## config.mk

```make
export PLATFORM = sky130hd
export DESIGN_NAME = slug_phase_seq
export DESIGN_NICKNAME = d
export VERILOG_FILES = /design/src/rtl/slug_seq_pkg.sv /design/src/rtl/slug_phase_seq.sv
export SDC_FILE = /design/constraint.sdc
export NUM_CORES = 1
export LEC_CHECK = 0
export BUFFER_PORTS_ARGS = -buffer_cell sky130_fd_sc_hd__clkbuf_2
export CORE_ASPECT_RATIO = 1.4
export CORE_MARGIN = 2
export CORE_UTILIZATION = 45
export DETAILED_ROUTE_END_ITERATION = 10
export PLACE_DENSITY = 0.79
export REMOVE_ABC_BUFFERS = 1
export SETUP_SLACK_MARGIN = 0.5
export SYNTH_ARGS = -nofsm -noshare
export SYNTH_HDL_FRONTEND = slang
export SYNTH_SLANG_ARGS = --single-unit
```

## constraint.sdc

```tcl
create_clock -name sysclk -period 2.2 [get_ports sysclk]
set_input_delay 0.66 -clock sysclk [delete_from_list [all_inputs] [get_ports sysclk]]
set_output_delay 0.66 -clock sysclk [all_outputs]
set_load 0.01 [all_outputs]
```

## src/rtl/slug_seq_pkg.sv

```systemverilog
// slug_seq_pkg: shared types and phase constants for the slug run controller.
// Latency: n/a (types and constants only).
// Backpressure: n/a.
package slug_seq_pkg;

    typedef enum logic [1:0] {
        S_RESET  = 2'd0,
        S_HALTED = 2'd1,
        S_RUN    = 2'd2,
        S_STEP   = 2'd3
    } seq_state_t;

    typedef logic [2:0] phase_t;

    // Instruction phases: fetch, update, read, write, then one boundary cycle.
    localparam phase_t PH_P = 3'd0;
    localparam phase_t PH_U = 3'd1;
    localparam phase_t PH_R = 3'd2;
    localparam phase_t PH_W = 3'd3;
    localparam phase_t PH_B = 3'd4;

    // Enable vector {wclk, rclk, uclk, pclk} for a given phase.
    // The boundary phase and any out-of-range phase drive no enable.
    function automatic logic [3:0] phase_onehot(input phase_t p);
        logic [3:0] en;
        en = 4'b0000;
        case (p)
            PH_P:    en = 4'b0001;
            PH_U:    en = 4'b0010;
            PH_R:    en = 4'b0100;
            PH_W:    en = 4'b1000;
            default: en = 4'b0000;
        endcase
        return en;
    endfunction

endpackage

```

## src/rtl/slug_phase_seq.sv

```systemverilog
// slug_phase_seq: single-clock run controller; one-hot phase enables, reset hold,
//   run/halt/step, PC breakpoint and retired-instruction counter for the slug core.
// Latency: every output registered; pclk_en rises the cycle after run/step is sampled.
// Backpressure: none; run is a level, step/halt are pulses, halt is latched until boundary.
// Ports: sysclk/rst (sync, active-high); run, step, halt, core_halt, pc, bp_en, bp_addr in;
//   core_rst_n, pclk_en/uclk_en/rclk_en/wclk_en, state, bp_hit, instr_count out.
// Build option SLUG_SEQ_PERF_EN: adds cycle_count, cycles spent in S_RUN or S_STEP.
module slug_phase_seq
    import slug_seq_pkg::*;
#(
    parameter int PC_W       = 8,
    parameter int CNT_W      = 32,
    parameter int RST_CYCLES = 4
) (
    input  logic             sysclk,
    input  logic             rst,
    input  logic             run,
    input  logic             step,
    input  logic             halt,
    input  logic             core_halt,
    input  logic [PC_W-1:0]  pc,
    input  logic             bp_en,
    input  logic [PC_W-1:0]  bp_addr,
    output logic             core_rst_n,
    output logic             pclk_en,
    output logic             uclk_en,
    output logic             rclk_en,
    output logic             wclk_en,
    output seq_state_t       state,
`ifdef SLUG_SEQ_PERF_EN
    output logic [CNT_W-1:0] cycle_count,
`endif
    output logic             bp_hit,
    output logic [CNT_W-1:0] instr_count
);

    localparam int RC_W = $clog2(RST_CYCLES) + 1;

    phase_t          phase;
    logic [3:0]      en_q;
    logic            halt_pend;
    // Set on leaving HALTED so the resumed instruction is never trapped again.
    logic            bp_skip;
    logic [RC_W-1:0] rst_cnt;

    assign pclk_en = en_q[0];
    assign uclk_en = en_q[1];
    assign rclk_en = en_q[2];
    assign wclk_en = en_q[3];

    always_ff @(posedge sysclk) begin
        if (rst) begin
            state       <= S_RESET;
            phase       <= PH_P;
            en_q        <= 4'b0000;
            core_rst_n  <= 1'b0;
            bp_hit      <= 1'b0;
            instr_count <= '0;
            halt_pend   <= 1'b0;
            bp_skip     <= 1'b0;
            rst_cnt     <= '0;
        end else begin
            case (state)
                S_RESET: begin
                    if (rst_cnt == RC_W'(RST_CYCLES - 1)) begin
                        state      <= S_HALTED;
                        core_rst_n <= 1'b1;
                    end else begin
                        rst_cnt <= rst_cnt + RC_W'(1);
                    end
                end

                S_HALTED: begin
                    if (run || step) begin
                        // run wins over step; a same-cycle halt is discarded by the exit.
                        state     <= run ? S_RUN : S_STEP;
                        phase     <= PH_P;
                        en_q      <= phase_onehot(PH_P);
                        bp_hit    <= 1'b0;
                        halt_pend <= 1'b0;
                        bp_skip   <= 1'b1;
                    end else if (halt) begin
                        halt_pend <= 1'b1;
                    end
                end

                S_RUN, S_STEP: begin
                    if (halt) begin
                        halt_pend <= 1'b1;
                    end
                    if (phase == PH_W) begin
                        instr_count <= instr_count + CNT_W'(1);
                    end
                    if (phase != PH_B) begin
                        // Mid-instruction: always advance, run is only looked at on the boundary.
                        phase <= phase + 3'd1;
                        en_q  <= phase_onehot(phase + 3'd1);
                    end else begin
                        bp_skip <= 1'b0;
                        if (state == S_STEP || halt_pend || !run || core_halt) begin
                            state <= S_HALTED;
                        end else if (bp_en && !bp_skip && (pc == bp_addr)) begin
                            state  <= S_HALTED;
                            bp_hit <= 1'b1;
                        end else begin
                            phase <= PH_P;
                            en_q  <= phase_onehot(PH_P);
                        end
                    end
                end

                default: state <= S_RESET;
            endcase
        end
    end

`ifdef SLUG_SEQ_PERF_EN
    always_ff @(posedge sysclk) begin
        if (rst) begin
            cycle_count <= '0;
        end else if (state == S_RUN || state == S_STEP) begin
            cycle_count <= cycle_count + CNT_W'(1);
        end
    end
`endif

endmodule

```

# [Yosys cells after proc, flatten, opt, wreduce, memory -nomap -nowiden]
# Index checks and enable logic that the tools add are counted.
[totals] ff_bits=48 input_bits=23 output_inout_bits=40 wordCells=79
[classes] addsub=3 eq_ne=18 n_mux=29 bitwise_logic=1 n_reduce_logical=19
[ops] cell="adder 32 x 1 -> 32 bit, second input constant" n=1
[ops] cell="2-to-1 mux 4 bit" n=4
[ops] cell="one-hot mux 4 bit (4 select lines)" n=1
[ops] cell="== test 3 x 2 -> 1 bit, second input constant" n=4
[ops] cell="2-to-1 mux 3 bit" n=4
[ops] cell="!= test 3 bit, second input constant" n=4
[ops] cell="2-to-1 mux 2 bit" n=5
[ops] cell="!= test 2 bit, second input constant" n=5
[ops] cell="2-to-1 mux 1 bit" n=9
[ops] cell="== test 8 bit" n=1
[ops] cell="one-hot mux 4 bit (2 select lines)" n=1
[ops] cell="AND reduction 4 bit" n=2
[ops] cell="adder 3 x 1 -> 3 bit, second input constant" n=2
[ops] cell="one-hot mux 1 bit (2 select lines)" n=3
[ops] cell="one-hot mux 2 bit (3 select lines)" n=1
[ops] cell="one-hot mux 3 bit (2 select lines)" n=1
[ops] cell="AND reduction 2 bit" n=3
[ops] cell="AND reduction 5 bit" n=1
[ops] cell="== test 2 bit, second input constant" n=2
[ops] cell="logical OR 1 bit" n=4
[ops] cell="== test 3 x 1 -> 1 bit, second input constant" n=1
[ops] cell="logical NOT 3 bit" n=1
[ops] cell="AND reduction 3 bit" n=1
[ops] cell="== test 2 x 1 -> 1 bit, second input constant" n=1
[ops] cell="other kinds (6)" n=8

# [Depth between registers and ports, before layout]
# Gate-level depths: netlist of the first run.
[logic_depth] depth_word=7 mapped_depth=7 depth_no_buf=6

# [Worst setup path before layout of the first run]
# Ideal clock, no wire load.
[synth_timing] path_type="register to register" from="register phase[0]" to="register instr_count[31]" setup_time_ns=0.121 arrival_ns=1.903 required_ns=2.079 slack_ns=0.176 stages_incl_launch_ff=8 path_buffers=1 synth_period_minus_slack_ns=2.024 cell_sequence="dfxtp_1 -> ha_1 -> ha_1 -> and4_1 -> buf_2 -> nand4_1 -> nor4_1 -> mux2_2"
[synth_between] elab_chain_cells=2
[synth_rtl] element="start: declaration" line_no="slug_phase_seq.sv:39" rtl="phase_t phase;"
[synth_rtl] element="start signal: assignment" line_no="slug_phase_seq.sv:96" rtl="phase <= phase + 3'd1;"
[synth_rtl] element="== test 3 x 2 -> 1 bit" line_no="slug_phase_seq.sv:91" rtl="if (phase == PH_W) begin"
[synth_rtl] element="AND reduction 2 bit (no line)"
[synth_rtl] element="end signal: assignment" line_no="slug_phase_seq.sv:92" rtl="instr_count <= instr_count + CNT_W'(1);"
[synth_rtl] element="end: declaration" line_no="slug_phase_seq.sv:34" rtl="output logic [CNT_W-1:0] instr_count"
# Every way passes these cells.
# A chain may end at the register's enable or synchronous reset.

# [Worst setup path after layout of the first run]
[layout_timing] from="register phase[0]" to="register instr_count[30]"
# Same word-level chain as after synthesis.

==> results of run 1 <==
-- cells by family (layout without fill, tap and decap cells) --
group | Yosys count | count (layout) | synth area share
adder cells (fa/ha/maj) | 9 | 9 | 0.0469
XOR/XNOR | 20 | 20 | 0.0729
buffers and inverters | 22 | 101 | 0.0385
flip-flops | 48 | 48 | 0.400
AO/OA/AOI/OAI | 63 | 63 | 0.159
multiplexers | 3 | 3 | 0.0135
AND/OR/NAND/NOR | 113 | 113 | 0.270
-- report_power, final --
group | leakage (nW) | internal [mW] | total [mW] | switching (mW)
Clock | 0.0552 | 0.338 | 0.628 | 0.290
Sequential | 0.390 | 0.939 | 0.989 | 0.0505
Combinational | 0.867 | 0.195 | 0.444 | 0.248
Total | 1.31 | 1.47 | 2.06 | 0.589
-- placed cells by master (no fill, tap or decap), drive strengths merged, types with 3 or more instances in the layout --
cell type	count
o21ai	14
nor3	4
a32oi	3
o21a	3
or4	9
inv	11
xor2	18
buf	20
a31oi	3
dfxtp	48
nand3	10
ha	9
nor2	25
and4	6
a21oi	24
or3	8
and3	4
and2	4
clkbuf	68
o31ai	9
nand4	17
nor2b	3
nor4	3
nand2	16
-- final cells by class --
cell class	count	area (um2)
Fill cell	439	2030
Clock inverter	2	35.0
Inverter	11	41.3
Multi-Input combinational cell	208	1440
Timing Repair Buffer	82	484
Tap cell	66	82.6
Sequential cell	48	967
Clock buffer	6	72.6
-- through the flow --
step	area [um2]	setup slack, ps
final	3130	391
after global routing	3130	302
after CTS	3030	362
after detailed placement	2820	199
after global placement	2820	240
after floorplan	2350	17.8
-- worst reg2reg max path, cell delays in order, from the launching register on --
cell	delay, ps
dfxtp_4	370
ha_4	140
ha_4	130
and4_4	200
nand4_1	120
buf_6	170
or4_1	470
a21oi_1	150
-- timing repair --
item,4_1_cts,5_1_grt
gates cloned,0,0
setup buffers,6,6
hold buffers,0,0
pin swaps,4,9
gates resized for setup,13,13
setup endpoints to repair,25,24
-- final timing paths --
| check | startpoint | to | slack (ps) | cells after the start |
|---|---|---|---|---|
| worst min register to register | bp_hit | bp_hit | 470 | 1 |
| worst max register to register | phase[0] | instr_count[30] | 390 | 7 |
| worst max-delay path | phase[0] | instr_count[30] | 390 | 7 |
| worst min-delay path | bp_hit | bp_hit | 470 | 1 |
-- state kept, by name, summed over array words and instances, names as in the netlist --
register and flops:
instr_count 32, en_q 4, phase 3, rst_cnt 3, state 2, bp_hit 1, bp_skip 1, core_rst_n 1
halt_pend 1
-- per-layer routing --
layer | GRT usage | part of all wire
met3 | 0.0436 | 0.057
met1 | 0.201 | 0.39
met2 | 0.375 | 0.54
met5 | 0 | 0
met4 | 0.0573 | 0.013
==> impl_metrics.csv, run 1 <==
group,metric,value,unit
global_routing,overflow,0,
worst_setup_path,crit_buf_inv,1,
logic_synthesis,yosys-top-cells-count,"dfxtp_1, nor2_1, a21oi_1",
global_routing,track_usage,0.195,
clock_network,cts_buffers,5,
place,post-place-cells,403,
power,power.leakage,1.31,nW
clock_network,clockBufferDepth,2,
worst_setup_path,crit_type,"reg -> reg",
layout,fin_cells,423,
run,max_cap_viol_count,0,
clock_network,htreeDepth,2,
global_routing,grt_pass1_wl,9.38,mm
clock_network,cts_tree,"built",
timing,slew_headroom,0.665,
floorplanning,die_area,0.00595,mm2
logic_synthesis,syn-instance-count,278,
worst_setup_path,crit_chain,"ha_4, ha_4, and4_4, nand4_1, buf_6, or4_1, a21oi_1",
global_routing,antenna_found_initial,0,
floorplanning,rows,31,
routing,vias,2410,
floorplanning,fp.dieW,65.8,um
timing,maxSlewViolCount,0,
timing,hold_viol_final,0,
logic_synthesis,avgSynthCellArea,8.65,um2
logic_synthesis,yosysSeqAreaShare,0.400,
hold_path,hold_class,"reg -> reg",
timing,rsz0062_at_grt,"true",
timing,finalCritPeriodShare,0.822,
logic_synthesis,netlist.area_leader.share,0.400,
worst_setup_path,worst_ep_required_time,2430,ps
logic_synthesis,yosysWarnings,0,
routing,first_pass_iters,4,
logic_synthesis,synth_edf_count,0,
clock_network,cts_sinks,48,
logic_synthesis,ys_seq_elements,48,
logic_synthesis,synth_cell_types,42,
outcome,status,"finished, final reports clean",
place,place.gp.congestion,0.755,
worst_setup_path,cp_top_family,"simple AND/OR/NAND/NOR gates",
layout,fin_util,0.606,
timing,finalSetupViolCount,0,
timing,holdWs,474,ps
logic_synthesis,synth.most_common_cell,"dfxtp_1",
power,fin_total_pwr,2.06,mW
timing,worst_slew_pin_slew,499,ps
timing,clock_skew,11.5,ps
clock_network,clk_pin_slew,90,ps
worst_setup_path,cp_common_cell,"ha_4",
layout,antennaDiodeCount,0,
logic_synthesis,yosys.area.top_type,"dfxtp_1",
routing,drcViolationCount,0,
logic_synthesis,yosys-top-cells-area,"dfxtp_1, xor2_1, a21oi_1",
routing,routed_via_density,5.70,
layout,area_growth,30.1,%
worst_setup_path,worstSetupStartpointType,"flip-flop",
floorplanning,io_pins,63,
worst_setup_path,crit_fanout,11,
layout,layout.nets,388,
power,irDropWorstVdd,644,uV
worst_setup_path,endpoint_kind,"flip-flop",
routing,drt_iter0_markers,192,
logic_synthesis,syn_area,0.00240,mm2
worst_setup_path,arrival,2040,ps
floorplanning,coreArea,0.00516,mm2
global_routing,grt_pass1_vias,2196,
routing,ant_nets,0,
clock_network,cts_root_buf,"clkbuf_8",
timing,tns,0,ps
timing,period_minus_slack,1810,ps
clock_network,clock_latency,300,ps
logic_synthesis,synth_async_sr_flop_share,0,
timing,max_clock_freq,0.553,GHz
place,port_buffers,62,
layout,drive_above_1_share,0.311,
worst_setup_path,critPathSlowestCell,"or4_1",
routing,routedWlPerCell,14.2,um
worst_setup_path,cpPeakStageDelay,470,ps
floorplanning,start_util,0.466,
power,power_density,659,mW/mm2
routing,routed_wl,5.99,mm
floorplanning,die_h,90.5,um
global_routing,grt_max_degree,43,
logic_synthesis,ys.flop_type,"dfxtp_1",
place,dpl.hpwl,4.13,mm
No activity file was read; power rests on OpenSTA's default activity.
==> run 2: changes to the inputs <==
==> constraint.sdc (replaced) <==
create_clock -name sysclk -period 1.8 [get_ports sysclk]
set_input_delay 0.54 -clock sysclk [delete_from_list [all_inputs] [get_ports sysclk]]
set_output_delay 0.54 -clock sysclk [all_outputs]
set_load 0.01 [all_outputs]
==> run 2 against run 1 <==
  * The flow now finishes with violations (negative setup slack)
  * Sequential power up 24%
  * Cell area up 36%
  * First-iteration DRC count down 3.6%
  * Clock power up 12%
  * Setup slack worse by 580 ps
  * Total power up 45%
  * Combinational power up 140%
  * Non-clock buffer count up 61
  * Global-route usage up 4.4 points
  * Via count up 17%
  * Critical path depth up 3
  * Die area unchanged
  * Critical path type unchanged
  * Largest power group unchanged
  * Highest routed layer unchanged
==> impl_metrics.csv, run 2 (same netlist as run 1, synthesis figures left out) <==
group,metric,value,unit
outcome,status,"finished, violations left",
outcome,violations,"negative setup slack",
routing,drt_iter0_markers,185,
global_routing,grt_pass1_wl,11.4,mm
clock_network,clock_latency,310,ps
global_routing,overflow,0,
routing,vias,2829,
power,power_density,705,mW/mm2
routing,routed_via_density,5.85,
layout,drive_above_1_share,0.627,
timing,rsz0062_at_grt,"true",
global_routing,antenna_found_initial,0,
worst_setup_path,worst_ep_required_time,2000,ps
clock_network,cts_buffers,5,
routing,first_pass_iters,4,
clock_network,cts_tree,"built",
clock_network,cts_sinks,48,
floorplanning,die_h,90.5,um
place,post_dp_cell_area,0.00302,mm2
routing,routed_wl,8.88,mm
worst_setup_path,crit_type,"reg -> reg",
layout,reg_top3,"instr_count x32, en_q x4",
routing,routedWlPerCell,18.4,um
layout,area_growth,76.8,%
timing,period_minus_slack,1990,ps
run,max_cap_viol_count,0,
worst_setup_path,crit_chain,"ha_4, ha_4, and4_4, buf_6, buf_6, nand4_1, buf_4, buf_4, o21ai_0, a21oi_1",
timing,worst_slew_pin_slew,489,ps
layout,area.sequential,0.00103,mm2
routing,drcViolationCount,0,
timing,clock_skew,9.62,ps
layout,largest_reg_flops,32,
layout,design_area,0.00425,mm2
clock_network,htreeDepth,2,
worst_setup_path,arrival,2190,ps
floorplanning,rows,31,
power,irDropWorstVdd,778,uV
clock_network,cts_root_buf,"clkbuf_8",
timing,finalSetupViolCount,15,
power,fin_total_pwr,3.00,mW
power,power.leakage,1.77,nW
timing,fin_ws,-190,ps
layout,fin_util,0.824,
clock_network,clockBufferDepth,2,
floorplanning,coreArea,0.00516,mm2
layout,final_common_cell,"buf_6",
layout,fill_cells,294,
routing,ant_nets,0,
layout,antennaDiodeCount,0,
worst_setup_path,crit_fanout,5,
floorplanning,io_pins,63,
timing,hold_viol_final,0,
timing,finalCritPeriodShare,1.11,
floorplanning,start_util,0.466,
place,port_buffers,62,
floorplanning,die_area,0.00595,mm2
layout,multi_input_area,0.00172,mm2
worst_setup_path,critPathSlowestCell,"dfxtp_2",
layout,layout.nets,449,
timing,max_clock_freq,0.502,GHz
layout,layout_common_cells,"buf_6, buf_4, dfxtp_2",
floorplanning,fp.dieW,65.8,um
worst_setup_path,endpoint_kind,"flip-flop",
global_routing,grt_pass1_vias,2604,
global_routing,track_usage,0.239,
place,dpl.hpwl,4.46,mm
worst_setup_path,cpPeakStageDelay,380,ps
clock_network,hold_buffers,0,
place,post-place-cells,430,
timing,maxSlewViolCount,0,
place,place.gp.congestion,0.787,
clock_network,clk_pin_slew,90,ps
worst_setup_path,worstSetupStartpointType,"flip-flop",
timing,tns,-1020,ps
timing,slew_headroom,0.670,
hold_path,hold_class,"reg -> reg",
layout,fin_cells,484,
global_routing,grt_max_degree,22,
layout,top_register,"instr_count",
==> run 2: changes by cell type in the layout (fill, tap and decap cells not counted), sizes merged <==
cell and delta:
buf +98, clkbuf -36, bufinv -1, clkinv -1
clkinvlp +1
==> run 2: stage by stage <==
| step | setup slack [ps] | hold slack [ps] |
|---|---|---|
| after detailed placement | -110 | 451 |
| after global routing | -248 | 491 |
| final | -190 | 476 |
| after floorplan | -382 | 442 |
| after CTS | -41.8 | 466 |
| after global placement | -63.4 | 455 |
==> run 2: path summary, 6_finish.rpt <==
kind / slack [ps] / end / startpoint / cells after the start
max: -190 / instr_count[13] / phase[1] / 10
min: 480 / bp_hit / bp_hit / 1
min reg2reg: 480 / bp_hit / bp_hit / 1
max reg2reg: -190 / instr_count[13] / phase[1] / 10
==> run 2: layer usage <==
layer  vias to the layer above  GRT usage  wire length [um]
met5                         -          0                 0
met4                         0      0.101               286
met3                        31     0.0424               467
met2                       135      0.434              5000
met1                      1365      0.264              3130
li1                       1298          -                 -
==> run 2: critical path, delay by kind of cell (launching register included) <==
family                   cells  cell delay [ps]
AO/OA/AOI/OAI                2              310
flip-flops                   1              380
buffers and inverters        4              560
adder cells (fa/ha/maj)      2              280
AND/OR/NAND/NOR              2              350
==> run 2: cell type report <==
type                            count  area share
Inverter                           11      0.0109
Tap cell                           66      0.0194
Timing Repair Buffer              143       0.298
Clock inverter                      1     0.00177
Clock buffer                        7      0.0203
Sequential cell                    48       0.244
Multi-Input combinational cell    208       0.406
==> run 2: where the power goes <==
group | switching (mW) | internal [mW]
clock network | 0.388 | 0.313
registers | 0.0801 | 1.15
logic | 0.495 | 0.569
==> run 2: repair_timing <==
| action | 4_1_cts | 5_1_grt |
|---|---|---|
| buffers inserted | 24 | 22 |
| endpoints found under the setup margin | 82 | 83 |
| gates resized for setup | 97 | 139 |
| pin swaps | 28 | 36 |
==> run 3: changes to the inputs <==
--- a/config.mk
+++ b/config.mk
@@ -5,12 +5,13 @@
 export SDC_FILE = /design/constraint.sdc
 export NUM_CORES = 1
 export LEC_CHECK = 0
+export ABC_AREA = 1
 export BUFFER_PORTS_ARGS = -buffer_cell sky130_fd_sc_hd__clkbuf_2
 export CORE_ASPECT_RATIO = 1.4
 export CORE_MARGIN = 2
 export CORE_UTILIZATION = 45
 export DETAILED_ROUTE_END_ITERATION = 10
-export PLACE_DENSITY = 0.79
+export PLACE_DENSITY = 0.78
 export REMOVE_ABC_BUFFERS = 1
 export SETUP_SLACK_MARGIN = 0.5
 export SYNTH_ARGS = -nofsm -noshare
==> run 3 against run 2 <==
  * The run still ends with negative setup slack left
  * Clock-buffer cell count is 1 lower
  * Via count increased by 18%
  * Non-clock buffer count shrank 24
  * Global-route usage is 1.3 points lower
  * Clock power is 1% lower
  * Worst hold slack got worse by 14 ps
  * Setup slack improved by 160 ps
  * Critical path depth is 3 higher
  * Cell area is 3.9% higher
  * Sequential cell count unchanged
  * Wire length increased by 11%
  * Critical endpoint is now instr_count[29]
  * Highest routed layer unchanged
==> impl_metrics.csv, run 3 <==
group,metric,value,unit
power,seq_power_share,0.381,
place,post_dp_cell_area,0.00314,mm2
power,power.leakage,2.00,nW
logic_synthesis,netlist.area_leader.share,0.362,
timing,fin_ws,-30.7,ps
clock_network,clockBufferDepth,2,
timing,max_clock_freq,0.546,GHz
routing,routed_wl,9.90,mm
power,fin_total_pwr,3.45,mW
timing,period_minus_slack,1830,ps
timing,tns,-30.7,ps
layout,largest_reg_flops,32,
hold_path,hold_class,"reg -> reg",
layout,top_register,"instr_count",
global_routing,grt_pass1_wl,11.3,mm
power,power_density,781,mW/mm2
worst_setup_path,worst_ep_required_time,2000,ps
worst_setup_path,cp-startpoint,"phase[0]",
worst_setup_path,cpPeakStageDelay,360,ps
floorplanning,io_pins,63,
floorplanning,fp.dieW,69.0,um
logic_synthesis,yosysWarnings,0,
clock_network,cts_buffers,5,
power,combinationalPowerShare,0.418,
worst_setup_path,critPathSlowestCell,"dfxtp_2",
clock_network,clock_latency,310,ps
worst_setup_path,endpoint_kind,"flip-flop",
logic_synthesis,yosys.area.top_type,"dfxtp_1",
timing,slew_headroom,0.690,
worst_setup_path,cp_common_cell,"nand2_4",
power,pwr-share-clk,0.201,
floorplanning,die_area,0.00655,mm2
logic_synthesis,ys_seq_elements,48,
clock_network,cts_sinks,48,
power,irDropWorstVdd,467,uV
logic_synthesis,yosys-top-cells-count,"nand2_1, nor2_1, inv_1",
worst_setup_path,crit_chain,"ha_4, ha_4, nand2_4, inv_4, nand2_4, nor2_4, nand4_4, nor2_4, nand2_4, nor2_2, nand2_1, nand2_1, nor2_1",
timing,clock_skew,7.74,ps
routing,vias,3329,
power,intPower,2.16,mW
floorplanning,start_util,0.460,
logic_synthesis,synth.most_common_cell,"nand2_1",
global_routing,grt_max_degree,19,
worst_setup_path,timing.rr.start,"phase[0]",
run,max_cap_viol_count,0,
floorplanning,die_h,94.9,um
place,place.gp.congestion,0.854,
floorplanning,coreArea,0.00578,mm2
worst_setup_path,crit_type,"reg -> reg",
layout,reg_top3,"instr_count x32, en_q x4",
clock_network,clk_pin_slew,100,ps
logic_synthesis,synth_cell_types,27,
worst_setup_path,worstSetupStartpointType,"flip-flop",
clock_network,cts_root_buf,"clkbuf_8",
global_routing,grt_pass1_vias,2712,
logic_synthesis,syn_area,0.00266,mm2
logic_synthesis,avgSynthCellArea,6.50,um2
layout,design_area,0.00441,mm2
worst_setup_path,arrival,2040,ps
routing,drcViolationCount,0,
floorplanning,rows,33,
power,p_switching,1.28,mW
hold_path,hp-start,"rst_cnt[0]",
worst_setup_path,crit_fanout,4,
timing,rsz0062_at_grt,"true",
layout,final_common_cell,"nand2_1",
routing,drt_iter0_markers,284,
power,switching_share,0.372,
timing,maxSlewViolCount,0,
logic_synthesis,yosysSeqAreaShare,0.362,
logic_synthesis,yosys-top-cells-area,"dfxtp_1, nand2_1, nor2_1",
timing,worst_slew_pin_slew,462,ps
clock_network,htreeDepth,2,
place,dpl.hpwl,4.90,mm
logic_synthesis,syn-instance-count,409,
clock_network,hold_buffers,0,
place,port_buffers,62,
timing,finalCritPeriodShare,1.02,
layout,antennaDiodeCount,0,
routing,routed_via_density,5.55,
timing,hold_viol_final,0,
routing,first_pass_iters,6,
logic_synthesis,ys.flop_type,"dfxtp_1",
global_routing,antenna_found_initial,0,
outcome,violations,"negative setup slack",
layout,layout.nets,561,
logic_synthesis,synth_edf_count,0,
global_routing,overflow,0,
layout,layout_common_cells,"nand2_1, buf_6, inv_1",
timing,finalSetupViolCount,1,
layout,drive_above_1_share,0.534,
routing,routedWlPerCell,16.5,um
routing,ant_nets,0,
global_routing,track_usage,0.226,
outcome,status,"finished, violations left",
clock_network,cts_tree,"built",
logic_synthesis,synth_async_sr_flop_share,0,
layout,area_growth,66.1,%
## run 3: changes by cell type after synthesis, moves of 8 or more
cell / before / now
inv_1: 11 / 59
nor2_1: 25 / 62
nand2_1: 16 / 108
o21ai_0: 14 / 26
or4_1: 9 / 0
a21oi_1: 24 / 32
or3_1: 8 / 0
nand4_1: 15 / 3
o31ai_1: 9 / 0
xor2_1: 18 / 4
## run 3: worst max-delay path: cells and delay by family, from the launching register on
kind	cells	cell delay (ps)
AND/OR/NAND/NOR	10	1030
adder cells (fa/ha/maj)	2	270
flip-flops	1	360
buffers and inverters	1	70
## run 3: kinds of logic after synthesis
logic type / count (synthesis) / synth area share
buffers and inverters: 66 / 0.0942
flip-flops: 48 / 0.362
AND/OR/NAND/NOR: 219 / 0.362
adder cells (fa/ha/maj): 9 / 0.0424
AO/OA/AOI/OAI: 63 / 0.127
XOR/XNOR: 4 / 0.0132
## run 3: worst paths after layout
| check | end | slack [ps] | cells past startpoint |
|---|---|---|---|
| worst max-delay path | instr_count[29] | -30 | 13 |
| worst min-delay path | rst_cnt[0] | 460 | 1 |
| worst max register to register | instr_count[29] | -30 | 13 |
| worst min register to register | rst_cnt[0] | 460 | 1 |
## run 3: per-layer routing
layer / up-vias / GRT usage / routed length, um
met4: 0 / 0.0850 / 576
met1: 1535 / 0.226 / 3230
met3: 62 / 0.0429 / 727
li1: 1534 / - / -
met5: - / 0 / 0
met2: 198 / 0.438 / 5370
## run 3: through the flow
step                std cells  setup WS [ps]   util  hold slack, ps
floorplan                 403           50.9      -             433
global placement          549           89.1  0.543             437
detailed placement        549           25.4  0.543             440
CTS                       576           69.6  0.630             449
global route              600           -129  0.764             474
finish                    600          -30.7  0.764             462
## run 3: power groups by stage
| stage | registers, mW | clock network, mW | logic (mW) |
|---|---|---|---|
| after global placement | 1.29 | 0 | 0.856 |
| after detailed placement | 1.30 | 0 | 0.889 |
| after global routing | 1.33 | 0.727 | 1.55 |
| final | 1.32 | 0.693 | 1.44 |
| after floorplan | 1.33 | 0 | 0.534 |
| after CTS | 1.30 | 0.684 | 1.03 |
## run 3: final cells by class
class | instances | area [um2]
tap | 70 | 87.6
sequential | 48 | 1060
multi-input combinational | 295 | 1870
fill | 369 | 1370
timing repair buffer | 119 | 1060
clock inverter | 2 | 10.0
inverter | 60 | 243
clock buffer | 6 | 82.6
## run 3: repair_timing
action | 4_1_cts | 5_1_grt
setup buffers | 19 | 24
pin swaps | 20 | 45
resized for setup | 113 | 192
setup endpoints to repair | 83 | 84
